===== src/rtl/ftq_pkg.sv =====
// ftq_pkg: shared types and default sizing for the fetch target queue controller
package ftq_pkg;
  localparam int DEPTH_D = 16;
  localparam int PTRW_D = 4;
  localparam int FLUSH_CYC_D = 2;
  typedef enum logic [1:0] {RUN, CLEAN, DRAIN} state_t;
  typedef struct packed {
    logic valid;
    logic yn;
  } skid_t;
endpackage


===== src/rtl/ftq_upd_skid.sv =====
// ftq_upd_skid: one-entry holding slot for a retired branch awaiting the TAGE update port
module ftq_upd_skid
  import ftq_pkg::*;
(
  input  logic  clk,
  input  logic  rst_n,
  input  logic  clr,
  input  logic  load,
  input  logic  yn,
  input  logic  pop,
  output skid_t q
);
  // clear wins, a same-cycle refill beats the pop
  always_ff @(posedge clk or negedge rst_n)
    if (!rst_n) q <= '0;
    else q <= clr ? '0 : load ? {1'b1, yn} : pop ? '0 : q;
endmodule


===== src/rtl/ftq_ctrl.sv =====
// ftq_ctrl: FTQ enqueue/dequeue sequencing, occupancy, backpressure and flush control
module ftq_ctrl
  import ftq_pkg::*;
#(
  parameter int DEPTH = DEPTH_D,
  parameter int PTRW = PTRW_D,
  parameter int FLUSH_CYC = FLUSH_CYC_D
) (
  input  logic            clk,
  input  logic            rst_n,
  input  logic            ftq_stop,
  input  logic            ftq_flash,
  input  logic            predict_able,
  input  logic            rob_branch,
  input  logic            rob_branch_yn,
  input  logic            tage_busy,
  output logic            rob_rdy,
  output logic            fifo_wable,
  output logic            fifo_rable,
  output logic            fifo_clean,
  output logic            ftq_req,
  output logic [PTRW-1:0] enq_ptr,
  output logic [PTRW-1:0] deq_ptr,
  output logic [PTRW:0]   count,
  output logic            upd_valid,
  output logic            upd_right,
  output logic            underflow
);
  state_t state, state_nx;
  skid_t skid;
  logic [2:0] dcnt;
  logic [PTRW:0] count_nx;
  logic run, enq_fire, upd_fire, uflow, take;
  assign run = state == RUN;
  assign enq_fire = predict_able & ~ftq_stop & ~ftq_req & run;
  assign upd_fire = skid.valid & ~tage_busy & run;
  assign rob_rdy = run & (~skid.valid | upd_fire);
  assign uflow = rob_branch & rob_rdy & (count == '0) & ~enq_fire;
  assign take = rob_branch & rob_rdy & ~uflow;
  assign fifo_wable = enq_fire;
  assign fifo_rable = upd_fire;
  assign fifo_clean = state == CLEAN;
  assign upd_valid = skid.valid;
  assign upd_right = skid.yn;
  ftq_upd_skid u_skid (
    .clk  (clk),
    .rst_n(rst_n),
    .clr  (state == CLEAN),
    .load (take),
    .yn   (rob_branch_yn),
    .pop  (upd_fire),
    .q    (skid)
  );
  // next occupancy and flush state; a flash anywhere restarts the clean
  always_comb begin
    count_nx = run ? count + (PTRW+1)'(enq_fire) - (PTRW+1)'(upd_fire) : '0;
    state_nx = (ftq_flash | (upd_fire & ~skid.yn)) ? CLEAN :
               (state == CLEAN) ? DRAIN :
               (state == DRAIN && dcnt == '0) ? RUN : state;
  end
  // FSM, drain timer, pointers, occupancy and registered status flags
  always_ff @(posedge clk or negedge rst_n)
    if (!rst_n) begin
      state <= RUN;
      dcnt <= '0;
      enq_ptr <= '0;
      deq_ptr <= '0;
      count <= '0;
      ftq_req <= 1'b0;
      underflow <= 1'b0;
    end else begin
      state <= state_nx;
      dcnt <= (state == CLEAN) ? 3'(FLUSH_CYC - 1) : (dcnt != '0) ? dcnt - 3'd1 : dcnt;
      enq_ptr <= run ? enq_ptr + PTRW'(enq_fire) : '0;
      deq_ptr <= run ? deq_ptr + PTRW'(upd_fire) : '0;
      count <= count_nx;
      ftq_req <= (count_nx >= (PTRW+1)'(DEPTH)) | (state_nx != RUN);
      underflow <= underflow | uflow;
    end
endmodule


===== config.mk =====
export PLATFORM = sky130hd
export DESIGN_NAME = ftq_ctrl
export DESIGN_NICKNAME = d
export VERILOG_FILES = /design/src/rtl/ftq_pkg.sv /design/src/rtl/ftq_upd_skid.sv /design/src/rtl/ftq_ctrl.sv
export SDC_FILE = /design/constraint.sdc
export NUM_CORES = 1
export LEC_CHECK = 0
export ABC_AREA = 1
export CORE_MARGIN = 4
export CORE_UTILIZATION = 48
export CTS_CLUSTER_DIAMETER = 80
export DETAILED_ROUTE_END_ITERATION = 10
export PLACE_DENSITY = 0.83
export SLEW_MARGIN = 20
export SYNTH_ARGS = -nofsm -noshare
export SYNTH_HDL_FRONTEND = slang
export SYNTH_HIERARCHICAL = 1
export SYNTH_SLANG_ARGS = --single-unit

===== constraint.sdc =====
create_clock -name clk -period 2.2 [get_ports clk]
set_input_delay 0.44 -clock clk [delete_from_list [all_inputs] [get_ports clk]]
set_output_delay 0.44 -clock clk [all_outputs]
set_load 0.02 [all_outputs]

* Word level (Yosys, flattened, before mapping)
Cells that the tools add are included.
Cells by class: add/subtract/negate cells 5, multiply operators 0, divide/modulo/power cells 0, order comparisons 1, eq/ne operators 2, shift-type cells 0, mux-type cells 11, bitwise operators 22, reduce and logical (&&, ||, !) cells 8
Operator list (number):
- $mux W2 | 6
- $and A1 B1 Y1 | 11
- $add A4 B1 Y4 | 2
- $mux W4 | 2
- $not A1 Y1 | 7
- $mux W3 | 2
- $reduce_bool A3 Y1 | 2
- $add A5 B1 Y5 | 1
- $ge A5 B5 Y1 const B | 1
- $logic_not A5 Y1 | 1
- $mux W5 | 1
- $sub A5 B1 Y5 | 1
- $or A1 B1 Y1 | 4
- $reduce_bool A2 Y1 | 2
- $logic_not A3 Y1 | 1
- $sub A3 B1 Y3 const B | 1
- $eq A2 B1 Y1 const B | 1
- $eq A2 B2 Y1 const B | 1
- $logic_not A2 Y1 | 1
- $logic_and A1 B1 Y1 | 1
Storage, ports and cells: register bits after elaboration 22, latch bits 0, memory bits (writable) 0, ROM bits 0, input port bits 8, output and inout bits 21, memories kept 0

* Logic depth before layout (Yosys ltp)
Gate-level depths: netlist of run 1.
depth after elaboration 12, mapped depth 12, mapped depth without buffers 12

* Cells and area by module
The synthesis of run 1 kept the hierarchy.
Modules (own cells, without submodules):
- ftq_ctrl | instances 1, cells an instance 128, area each 1122.3 um^2, seq. area each 500.5 um^2
- ftq_upd_skid | instances 1, cells an instance 10, area each 86.3 um^2, seq. area each 50.0 um^2

* Worst setup path after synthesis of run 1
Ideal clock, no wire load.
path kind flip-flop to flip-flop, start point reg u_skid/q[1] (netlist name), end point reg ftq_req, setup time 119 ps, arrival 1762 ps, data required time 2081 ps, path slack 319 ps, cell stages (with the launch flop) 10, buffers on the path 0, period minus slack after synthesis 1881 ps, cell sequence dfrtp_1 > nand2_1 > o21ai_0 > nand2_1 > ha_1 > fa_1 > nand3_1 > nand3_1 > nand3_1 > nand2_1
On the way: cells in the longest elaborated chain, start to end 7
RTL lines:
- from (decl) | RTL line ftq_upd_skid.sv:11 | output skid_t q
- from (signal assigned) | RTL line ftq_upd_skid.sv:16 | else q <= clr ? '0 : load ? {1'b1, yn} : pop ? '0 : q;
- $and A1 B1 Y1 * (2 in a row) | RTL line ftq_ctrl.sv:36 | assign upd_fire = skid.valid & ~tage_busy & run;
- parallel branches: the longest is 4 deep, another holds $sub A5 B1 Y5
- $or A1 B1 Y1 * | RTL line ftq_ctrl.sv:77 | ftq_req <= (count_nx >= (PTRW+1)'(DEPTH)) | (state_nx != RUN);
- to (signal assigned) | RTL line ftq_ctrl.sv:77
- to (decl) | RTL line ftq_ctrl.sv:21 | output logic ftq_req,
Mark *: on every way between the ends. A chain may end at the register's enable or synchronous reset.

* Worst setup path in the final report of run 1
start point in tage_busy, end point reg ftq_req
On the way: cells in the longest elaborated chain, start to end 8
RTL lines:
- from (decl) | RTL line ftq_ctrl.sv:16 | input logic tage_busy,
- $not A1 Y1 * | RTL line ftq_ctrl.sv:36
- $and A1 B1 Y1 * (2 in a row) | RTL line ftq_ctrl.sv:36
- parallel branches: the longest is 4 deep, another holds $sub A5 B1 Y5
- $or A1 B1 Y1 * | RTL line ftq_ctrl.sv:77
Marked as above.

==> results of run 1 <==
==> sequential cells by signal, summed over array words and instances, names as in the netlist <==
register,flops
count,5
deq_ptr,4
enq_ptr,4
dcnt,3
state,2
u_skid/q,2
ftq_req,1
underflow,1
==> final timing paths <==
path                               to  slack, ns  depth (start not counted)
setup reg to reg              ftq_req       0.15                         11
hold reg to reg             underflow       0.48                          1
min in group clk            underflow       0.48                          1
hold / removal             enq_ptr[0]       0.47                          2
max in group asynchronous  deq_ptr[0]       1.50                          2
setup / recovery              ftq_req       0.12                         12
==> metrics by stage <==
stage / setup TNS (ns) / hold WS [ns] / setup WS [ns] / total power, mW
2_1_floorplan: 0 / 0.144 / 0.319 / 0.586
3_3_place_gp: -0.642 / 0.465 / -0.182 / 0.639
6_report: 0 / 0.473 / 0.119 / 0.818
5_1_grt: -0.0221 / 0.477 / -0.0188 / 0.882
3_5_place_dp: -0.994 / 0.457 / -0.233 / 0.649
4_1_cts: 0 / 0.471 / 0.0463 / 0.826
==> area by class of cell <==
| cell class | instances | area (µm²) | share of cell area |
|---|---|---|---|
| Clock buffer | 3 | 22.5 | 0.0140 |
| Inverter | 29 | 111 | 0.0692 |
| Multi-Input combinational cell | 86 | 546 | 0.339 |
| Sequential cell | 22 | 551 | 0.342 |
| Tap cell | 28 | 35.0 | 0.0218 |
| Timing Repair Buffer | 37 | 344 | 0.214 |
==> synthesized netlist by cell type (all sizes together) <==
library cell  count
xor2              2
buf               1
and3              1
nor3b             1
o211ai            1
xnor2             2
dfrtp            22
nand2            20
inv              29
o22ai             1
ha               11
o21ai             7
nor2             19
o21bai            1
nand4             1
nand3            12
fa                1
a21boi            1
a21oi             5
==> cells in the final DEF (no fill, tap or decap), types with 5 or more instances in the layout <==
master and n:
buf_4 9, a21oi_1 5, nand3_1 12, ha_1 11
clkdlybuf4s50_1 25, inv_1 28, dfrtp_1 22, nand2_1 19
nor2_1 15, o21ai_0 7
==> critical path: stages <==
cell and delay, ns:
clkdlybuf4s50_1 0.42, inv_1 0.08, nand2_1 0.11, o21ai_0 0.18
nand2_1 0.08, ha_1 0.21, fa_2 0.36, nand3_1 0.12
nand3_1 0.09, nand2_1 0.09, nand3_1 0.08, nand2_1 0.07
==> cells by family (layout without fill, tap and decap cells) <==
logic type	count (synthesis)	count (layout)	share of synthesized area
buffers and inverters	30	69	0.0994
XOR/XNOR	4	4	0.0290
flip-flops	22	22	0.455
AO/OA/AOI/OAI	16	16	0.0797
adder cells (fa/ha/maj)	12	12	0.130
AND/OR/NAND/NOR	54	54	0.206
==> power groups by stage <==
stage | clock [mW] | sequential [mW] | combinational [mW]
4_1_cts | 0.185 | 0.448 | 0.192
3_3_place_gp | 0 | 0.455 | 0.184
2_1_floorplan | 0 | 0.457 | 0.129
5_1_grt | 0.205 | 0.452 | 0.226
3_5_place_dp | 0 | 0.456 | 0.193
6_report | 0.175 | 0.449 | 0.194
==> layer usage <==
metal	vias to the layer above	wire, µm	global-route usage
li1	512	-	-
met1	467	1090	0.194
met2	32	1130	0.265
met3	6	120	0.0267
met4	0	40	0.0596
met5	-	0	0
==> what timing repair did <==
| item | in CTS | in global routing |
|---|---|---|
| pin swaps | 0 | 1 |
| gates resized for setup | 3 | 3 |
| setup buffers | 0 | 1 |
| setup endpoints to repair | 3 | 3 |
==> flow_metrics.env, run 1 <==
export IMPL_grt_pass1_wl_um=4070
export IMPL_fill_cells=194
export IMPL_crit_path_start="tage_busy"
export IMPL_max_cap_violations=0
export IMPL_num_rows=17
export IMPL_fin_crit_sh=0.946
export IMPL_clk_path_buf_depth=2
export IMPL_postSynthNetCount=158
export IMPL_cp_arrival_ns=2.33
export IMPL_viasPerCell=4.96
export IMPL_critPathMaxFanout=3
export IMPL_hpwlAfterDp_um=1870
export IMPL_power_leakage_nw=0.784
export IMPL_die_area_um2=3380
export IMPL_wl_per_cell_um=11.6
export IMPL_die_x_um=58.2
export IMPL_fp_dieH_um=58.2
export IMPL_clk_pin_slew_ns=0.11
export IMPL_clockRootBuffer="clkbuf_4"
export IMPL_drc=0
export IMPL_ios=29
export IMPL_power_density_nw_per_um2=508
export IMPL_worstReg2RegStart="state[0]"
export IMPL_cts_max_level=1
export IMPL_start_util=0.526
export IMPL_cts_tree="yes"
export IMPL_ys_seq_area_frac=0.455
export IMPL_drive_above_1_share=0.124
export IMPL_ys_types=23
export IMPL_dr_total_vias=1017
export IMPL_clkPwrFrac=0.214
export IMPL_seqPwrFrac=0.549
export IMPL_synth_top_area_cell="dfrtp_1"
export IMPL_min_path_type="primary input to asynchronous set/reset pin"
export IMPL_portBuffers=28
export IMPL_ant_nets=0
export IMPL_final_util=0.700
export IMPL_overflow=0
export IMPL_grt_antenna_before_repair=0
export IMPL_gp_congestion=0.772
export IMPL_nets=199
export IMPL_clk_latency_ns=0.30
export IMPL_synth_seq_cells=22
export IMPL_core_area_um2=2300
export IMPL_hold_viol_final=0
export IMPL_antennaDiodeCount=0
export IMPL_synth_area_per_cell_um2=8.76
export IMPL_endpoint_kind="flip-flop"
export IMPL_dp_cells=201
export IMPL_cts_inserted_buffers=3
export IMPL_worst_ep_required_time_ns=2.45
export IMPL_grt_pass1_vias=1000
export IMPL_crit_type="primary input to flip-flop"
export IMPL_yosysWarningCount=6
export IMPL_synth_cells=138
export IMPL_outcome="finished clean"
export IMPL_slew_headroom=0.807
export IMPL_holdBufCountCts=0
export IMPL_clock_fmax_ghz=0.481
export IMPL_period_needed_ns=2.08
export IMPL_setup_violations=0
export IMPL_fin_area_um2=1610
export IMPL_syn_cell_area_um2=1210
export IMPL_clock_sinks=22
export IMPL_drt_first_pass_iters=4
export IMPL_grt_max_degree=23
export IMPL_clock_skew_ns=0.00208
export IMPL_instances_no_fill=205
export IMPL_drtIter0Drc=24
export IMPL_worst_pin_slew_ns=0.290
export IMPL_drt_total_wl_um=2380
export IMPL_p_sw_mw=0.239
export IMPL_irDropWorstVdd_uv=441
export IMPL_track_usage=0.155
export IMPL_comb_power_share=0.237
export IMPL_slew_viol_final=0
export IMPL_worst_setup_path_start_kind="primary input"
export IMPL_area_growth_syn_to_layout_pct=33.1
export IMPL_synth_area_top_cells="dfrtp_1 (46%), ha_1 (11%), inv_1 (8.7%)"
export IMPL_place_area_um2=1570
export IMPL_yosysTopAreaCellShare=0.455
export IMPL_internal_power_mw=0.578
export IMPL_switching_share=0.293
Power figures use the tool's default switching activity.
==> run 2, diff against run 1 <==
--- a/config.mk
+++ b/config.mk
@@ -6,10 +6,12 @@
 export NUM_CORES = 1
 export LEC_CHECK = 0
 export ABC_AREA = 1
+export CAP_MARGIN = 30
 export CORE_MARGIN = 4
 export CORE_UTILIZATION = 48
 export CTS_CLUSTER_DIAMETER = 80
 export DETAILED_ROUTE_END_ITERATION = 10
+export GPL_ROUTABILITY_DRIVEN = 0
 export PLACE_DENSITY = 0.83
 export SLEW_MARGIN = 20
 export SYNTH_ARGS = -nofsm -noshare
==> results of run 2 <==
No change in the layout: final DEF, timing and power equal those of run 1.
